### config.mk
export PLATFORM = sky130hd
export DESIGN_NAME = serial_to_parallel_buffer
export DESIGN_NICKNAME = d
export VERILOG_FILES = /design/src/rtl/builtins_pkg.sv /design/src/rtl/serial_to_parallel_buffer_output_stage.sv /design/src/rtl/serial_to_parallel_buffer.sv
export SDC_FILE = /design/constraint.sdc
export NUM_CORES = 1
export LEC_CHECK = 0
export ABC_AREA = 1
export BUFFER_PORTS_ARGS = -buffer_cell sky130_fd_sc_hd__buf_2
export CAP_MARGIN = 40
export CORE_ASPECT_RATIO = 1.5
export CORE_MARGIN = 4
export CORE_UTILIZATION = 58
export CTS_CLUSTER_SIZE = 14
export DETAILED_ROUTE_END_ITERATION = 10
export GPL_TIMING_DRIVEN = 0
export PLACE_DENSITY = 0.8
export SETUP_SLACK_MARGIN = 0.3
export SLEW_MARGIN = 20
export SYNTH_ARGS = -nofsm -noshare
export SYNTH_HDL_FRONTEND = slang
export SYNTH_SLANG_ARGS = --single-unit
### constraint.sdc
create_clock -name clk -period 5 [get_ports clk]
set_clock_uncertainty 0.15 [all_clocks]
set_input_delay 1 -clock clk [delete_from_list [all_inputs] [get_ports clk]]
set_output_delay 1 -clock clk [all_outputs]
set_load 0.05 [all_outputs]
### src/rtl/builtins_pkg.sv
// Shared constants and helpers for the generated streaming building blocks.
package builtins_pkg;

  localparam int MODE_BLOCK   = 0;
  localparam int MODE_SLIDING = 1;

  // Width helper that never returns 0, so single-entry structures still get a 1-bit index.
  function automatic int clog2_1(input int n);
    return (n <= 1) ? 1 : $clog2(n);
  endfunction

endpackage

### src/rtl/serial_to_parallel_buffer_output_stage.sv
// s2p_output_stage: one-entry valid/ready register; a load lands one cycle after the request.
// Holds data while o_valid & !i_ready; the caller only loads when the slot is free or firing.
module s2p_output_stage #(
  parameter int DW = 32
) (
  input  logic          clk,
  input  logic          rst,
  input  logic          i_flush,
  input  logic          i_load,
  input  logic [DW-1:0] i_data,
  input  logic          i_ready,
  output logic          o_valid,
  output logic [DW-1:0] o_data
);

  logic          r_valid;
  logic [DW-1:0] r_data;

  always_ff @(posedge clk) begin
    if (rst) begin
      r_valid <= 1'b0;
      r_data  <= '0;
    end else if (i_flush) begin
      r_valid <= 1'b0;
    end else if (i_load) begin
      r_valid <= 1'b1;
      r_data  <= i_data;
    end else if (i_ready) begin
      r_valid <= 1'b0;
    end
  end

  assign o_valid = r_valid;
  assign o_data  = r_data;

endmodule

### src/rtl/serial_to_parallel_buffer.sv
// Serial-to-parallel collector: block (non-overlapping) or sliding-window vectors of N_OUTS elements.
// Completing element shows on out_data one cycle after accept; only completing elements stall.
module serial_to_parallel_buffer
  import builtins_pkg::*;
#(
  parameter int WIDTH  = 8,
  parameter int N_OUTS = 4,
  parameter int MODE   = 0
) (
  input  logic                      clk,
  input  logic                      rst,
  input  logic                      flush,
  input  logic                      in_valid,
  output logic                      in_ready,
  input  logic [WIDTH-1:0]          in_data,
  output logic                      out_valid,
  input  logic                      out_ready,
  output logic [N_OUTS*WIDTH-1:0]   out_data,
  output logic [$clog2(N_OUTS+1)-1:0] fill
);

  localparam int             FW   = $clog2(N_OUTS + 1);
  localparam logic [FW-1:0]  LAST = FW'(N_OUTS - 1);

  logic [WIDTH-1:0]        r_slot [N_OUTS];
  logic [FW-1:0]           r_fill;
  logic                    w_completes;
  logic                    w_accept;
  logic                    w_load;
  logic [N_OUTS*WIDTH-1:0] w_vec;

  assign fill     = r_fill;
  assign in_ready = !flush & (!w_completes | !out_valid | out_ready);
  assign w_accept = in_valid & in_ready;
  assign w_load   = w_accept & w_completes;

  if (N_OUTS < 1 || N_OUTS > 64) begin : g_bad_n
    $error("serial_to_parallel_buffer: N_OUTS must be in 1..64");
  end

  if (MODE == MODE_BLOCK) begin : g_block
    assign w_completes = (r_fill == LAST);

    // Completing element goes straight to the output; it never occupies a slot.
    always_comb begin
      w_vec = '0;
      for (int i = 0; i < N_OUTS - 1; i++) begin
        w_vec[i*WIDTH +: WIDTH] = r_slot[i];
      end
      w_vec[(N_OUTS-1)*WIDTH +: WIDTH] = in_data;
    end

    always_ff @(posedge clk) begin
      if (rst) begin
        r_fill <= '0;
        for (int i = 0; i < N_OUTS; i++) r_slot[i] <= '0;
      end else if (flush) begin
        r_fill <= '0;
      end else if (w_accept) begin
        if (w_completes) begin
          r_fill <= '0;
        end else begin
          r_fill <= r_fill + FW'(1);
          for (int i = 0; i < N_OUTS; i++) begin
            if (r_fill == FW'(i)) r_slot[i] <= in_data;
          end
        end
      end
    end
  end else if (MODE == MODE_SLIDING) begin : g_sliding
    assign w_completes = (r_fill >= LAST);

    // Window after the shift that this accept performs.
    always_comb begin
      w_vec = '0;
      for (int i = 0; i < N_OUTS - 1; i++) begin
        w_vec[i*WIDTH +: WIDTH] = r_slot[i+1];
      end
      w_vec[(N_OUTS-1)*WIDTH +: WIDTH] = in_data;
    end

    always_ff @(posedge clk) begin
      if (rst) begin
        r_fill <= '0;
        for (int i = 0; i < N_OUTS; i++) r_slot[i] <= '0;
      end else if (flush) begin
        r_fill <= '0;
      end else if (w_accept) begin
        for (int i = 0; i < N_OUTS - 1; i++) r_slot[i] <= r_slot[i+1];
        r_slot[N_OUTS-1] <= in_data;
        if (r_fill != LAST) r_fill <= r_fill + FW'(1);
      end
    end
  end else begin : g_bad_mode
    $error("serial_to_parallel_buffer: MODE must be 0 (block) or 1 (sliding)");
  end

  s2p_output_stage #(
    .DW(N_OUTS * WIDTH)
  ) u_out (
    .clk     (clk),
    .rst     (rst),
    .i_flush (flush),
    .i_load  (w_load),
    .i_data  (w_vec),
    .i_ready (out_ready),
    .o_valid (out_valid),
    .o_data  (out_data)
  );

endmodule
Word-level counts from Yosys, hierarchy flattened
Memory sizes are Yosys's and may differ from the RTL's. A register that Yosys moved wholly into a read port is not among the register bits.
Cells that the tools add are included.
- add/subtract/negate cells: 1
- equality and inequality tests: 3
- mux-type cells: 26
- bitwise gates (word level): 9
- reductions and logical operators: 7
- operator list (kind ; number):
    $mux 8 ; 3
    $mux 1 ; 22
    $eq 3x2->1 const B ; 2
    $or 1x1->1 ; 5
    $add 3x1->3 const B ; 1
    $and 1x1->1 ; 3
    $eq 3x1->1 const B ; 1
    $logic_not 1->1 ; 3
    $logic_not 3->1 ; 1
    $mux 3 ; 1
    $reduce_and 2->1 ; 1
    $reduce_bool 2->1 ; 1
    $reduce_or 2->1 ; 1
    $not 1->1 ; 1
- register bits after elaboration: 36
- RAM bits: 32
- input bits: 13
- output and inout bits: 37
- logic and storage cells: 50
- memories: 1
- memory list (name ; depth ; bits a word ; read ports ; clocked after memory_dff ; wr ports ; RTL line ; source):
    r_slot ; 4 ; 8 ; 3 ; 3 ; 4 ; serial_to_parallel_buffer.sv:25 ; logic [WIDTH-1:0] r_slot [N_OUTS];

Depth between registers and ports, before layout
- word-level depth: 11
- mapped depth: 9
- mapped depth without buffers: 8

Hierarchy
Synthesis repeated with hierarchy kept, for this count alone.
- cell total of the unflattened synthesis: 305
- area total of the unflattened synthesis: 2552.4 um^2
- by module, submodules not included (module ; instances ; cells an instance ; area an instance (um^2) ; seq. area each (um^2)):
    s2p_output_stage ; 1 ; 214 ; 1422.6 ; 660.6
    serial_to_parallel_buffer ; 1 ; 91 ; 1129.8 ; 780.7

Least setup slack after synthesis
No wires, ideal clock.
- path kind: input to output
- start: input port out_ready
- end: output port in_ready
- arrival time: 1570 ps
- required time: 3850 ps
- path slack: 2280 ps
- stages: 4
- path buffers: 0
- cell sequence: inv_1 -> nand2_1 -> nor2_1 -> nor2_4
- longest elaborated chain between the ends: 2
- ends and longest elaborated chain (item ; RTL line ; source):
    start, declared ; serial_to_parallel_buffer.sv:17 ; input logic out_ready,
    $or 1x1->1 ; serial_to_parallel_buffer.sv:33 ; assign in_ready = !flush & (!w_completes | !out_valid | out_ready);
    $and 1x1->1 ; serial_to_parallel_buffer.sv:33 ;
    end, declared ; serial_to_parallel_buffer.sv:14 ; output logic in_ready,
No other way between the ends.

Final worst setup path
Same ends and word-level chain as after synthesis.

==> impl_metrics.csv <==
group,metric,value,unit
timing,period_share,0.601,
floorplanning,design.die.area,5560,um2
layout,utilization,0.719,
run_status,status,"completed",
cts,cts_tree,"done",
placed_design,gp_congestion,0.798,
worst_setup_path,rr_worst_depth,6,
yosys,syn_area,2560,um2
hold_path,whs_path_depth,2,
drt,vias,2023,
layout,areaGrowthSynthToFinish,19.3,%
yosys,yosysTopAreaCell,"dfxtp_1",
global_routing,grt_max_degree,11,
worst_setup_path,worst_ep_arrival_time,1.85,ns
worst_setup_path,cp_data_required_time,3.85,ns
yosys,synth_cells,317,
drt,drt-vias-per-instance,4.74,
timing,fin_setup_tns,0,ns
global_routing,top_usage_layer,"met2",
placed_design,portBuffers,48,
pwr,leakage,1.68,nW
yosys,post_synth_fa_ha_maj_area_fraction,0.0196,
cts,path_clk_slew,0.06,ns
global_routing,grt_overflow,0,
timing,slew_violations,0,
layout,layout-drive-gt1-share,0.205,
yosys,synth_top_area_frac,0.282,
yosys,synth_common_cells,"nor2_1 (98), nand2_1 (77), inv_1 (51)",
drt,post_drt_wl_per_cell,11.1,um
hold_path,min_from,"r_slot[0][14]$_SDFFCE_PN0P_",
yosys,synth_mux_area_frac,0,
drt,ant_nets,0,
cts,cts_root_buffer,"clkbuf_8",
timing,fmax,333,MHz
timing,hold_violations,0,
yosys,synth-simple-area-share,0.302,
global_routing,met3_usage,0.0604,
cts,clk_latency,0.33,ns
cts,cts_inserted_buffers,9,
floorplanning,start_util,0.602,
global_routing,grt_use_met2,0.334,
global_routing,grt_pass1_vias,1932,
global_routing,track_usage,0.189,
yosys,yosys_register_bits,60,
yosys,async_flop_share,0,
floorplanning,fp.dieH,89.3,um
yosys,yosys-top-cells-area,"dfxtp_1 (28%), edfxtp_1 (28%), nor2_1 (14%), nand2_1 (11%), inv_1 (7.5%)",
worst_setup_path,r2r_start,"fill[0]$_SDFFE_PP0N_",
floorplanning,ios,50,
cts,cts_hold_buf,0,
worst_setup_path,crit_slowest_cell,"buf_2",
yosys,synth_edf_count,24,
yosys,synth_top_family_by_area,"simple AND/OR/NAND/NOR gates",
timing,setup_viol,0,
cts,clkSinkCount,60,
timing,tightest_slew,0.341,ns
cts,clk_path_buf_depth,2,
floorplanning,coreArea,4250,um2
layout,antenna_cells,0,
global_routing,grtUsageMet1,0.196,
yosys,synth_warnings,0,
job,cap_violations,0,
floorplanning,dieWidth,62.2,um
layout,fin_nets,393,
worst_setup_path,cpPeakStageDelay,0.33,ns
yosys,yosys.cell_count.top_type,"nor2_1",
worst_setup_path,path_cells,"buf_2 -> inv_1 -> nand2_1 -> nor2_1 -> nor2_4 -> buf_2",
hold_path,hp-class,"register to register",
yosys,ys_types,16,
global_routing,antenna_found_initial,0,
yosys,syn_avg_cell_area,8.06,um2
placed_design,hpwlAfterDp,3470,um
pwr,power_density,325,nW/um2
global_routing,grt_pass1_wl,8160,um
drt,drt-initial-drc-count,76,
drt,drc_errors,0,
drt,routed_wl,4750,um
yosys,ys_seq_area_frac,0.564,
timing,fin_crit,3.00,ns
layout,fillers,327,
worst_setup_path,crit_type,"primary input to primary output",
pwr,ir_drop,0.324,mV
yosys,syn_nets,334,
yosys,synth-xor-area-share,0,
timing,rsz0062_at_grt,"false",
cts,h-tree-depth,3,
drt,firstDrtPassIters,4,
worst_setup_path,start_kind,"primary input",
worst_setup_path,cp_max_fo,7,
floorplanning,core.rowCount,29,
yosys,synthFlopType,"dfxtp_1",
worst_setup_path,cp_common_cell,"buf_2",
worst_setup_path,worstSetupStartpoint,"out_ready",
yosys,synth_compound_area_frac,0.00392,
timing,timing.slew.headroom,0.772,
cts,post_cts_buffers,0,
cts,cts_resized,0,
worst_setup_path,cp-end-kind,"primary output",
-- critical path: cells and delay by family --
kind	cells	cell delay, ns
and+or+nand+nor	3	0.41
buffers and inverters	3	0.45
-- stage by stage --
stage / worst slack [ns] / std cells / hold WS [ns] / instance area [um2] / power (mW)
3_3_place_gp: 2.00 / 411 / 0.307 / 2850 / 0.576
6_report: 2.00 / 427 / 0.324 / 3050 / 0.993
4_1_cts: 1.99 / 427 / 0.324 / 3050 / 1.00
2_1_floorplan: 2.28 / 317 / 0.297 / 2560 / 0.561
5_1_grt: 1.91 / 427 / 0.341 / 3050 / 1.03
3_5_place_dp: 2.00 / 411 / 0.310 / 2850 / 0.576
-- kinds of logic (layout without fill, tap and decap cells) --
family          Yosys count  after routing
fa+ha+maj                 4              4
flops                    60             60
buf+inv                  65            129
compound gates            2              2
simple gates            186            186
-- placed cells by master, fill, tap and decap left out --
cell	count
nand3_1	4
ha_1	4
inv_2	2
nor2_4	1
nand2_1	77
buf_2	53
clkbuf_8	11
a21oi_1	1
inv_1	51
edfxtp_1	24
nand4_1	3
o21ai_0	1
nand4_4	3
nor2_1	98
dfxtp_1	36
buf_6	2
bufinv_16	1
clkbuf_1	4
buf_4	5
-- flip-flops by register name, indices dropped and copies added, names as in the netlist --
register       count
u_out.o_data       8
out_data          24
u_out.o_valid      1
r_slot            24
fill               3
-- cell type report --
type / count / area (um2) / area share
plain buffers: 12 / 85.1 / 0.0279
clock buffers: 15 / 166 / 0.0546
clock inverters: 1 / 30.0 / 0.00984
inverters: 53 / 199 / 0.0652
multi-input cells: 192 / 831 / 0.272
flip-flops and latches: 60 / 1440 / 0.473
well taps: 46 / 57.6 / 0.0189
repair buffers: 48 / 240 / 0.0788
-- layer usage --
layer / wire [um] / part of all wire
met1: 1930 / 0.41
met2: 2380 / 0.50
met3: 267 / 0.056
met4: 173 / 0.036
met5: 0 / 0
-- path summary, 6_finish.rpt --
kind / end / slack (ns)
setup reg to reg: r_slot[0][6]$_SDFFCE_PN0P_ / 3.08
hold / removal: out_data[14]$_SDFFE_PP0P_ / 0.32
setup / recovery: in_ready / 2.00
hold reg to reg: out_data[14]$_SDFFE_PP0P_ / 0.32
-- power by group --
part	internal [mW]	switching [mW]	total [mW]
Sequential	0.519	0.00334	0.523
Clock	0.258	0.168	0.427
Combinational	0.0111	0.0325	0.0436
Power figures use the tool's default switching activity.
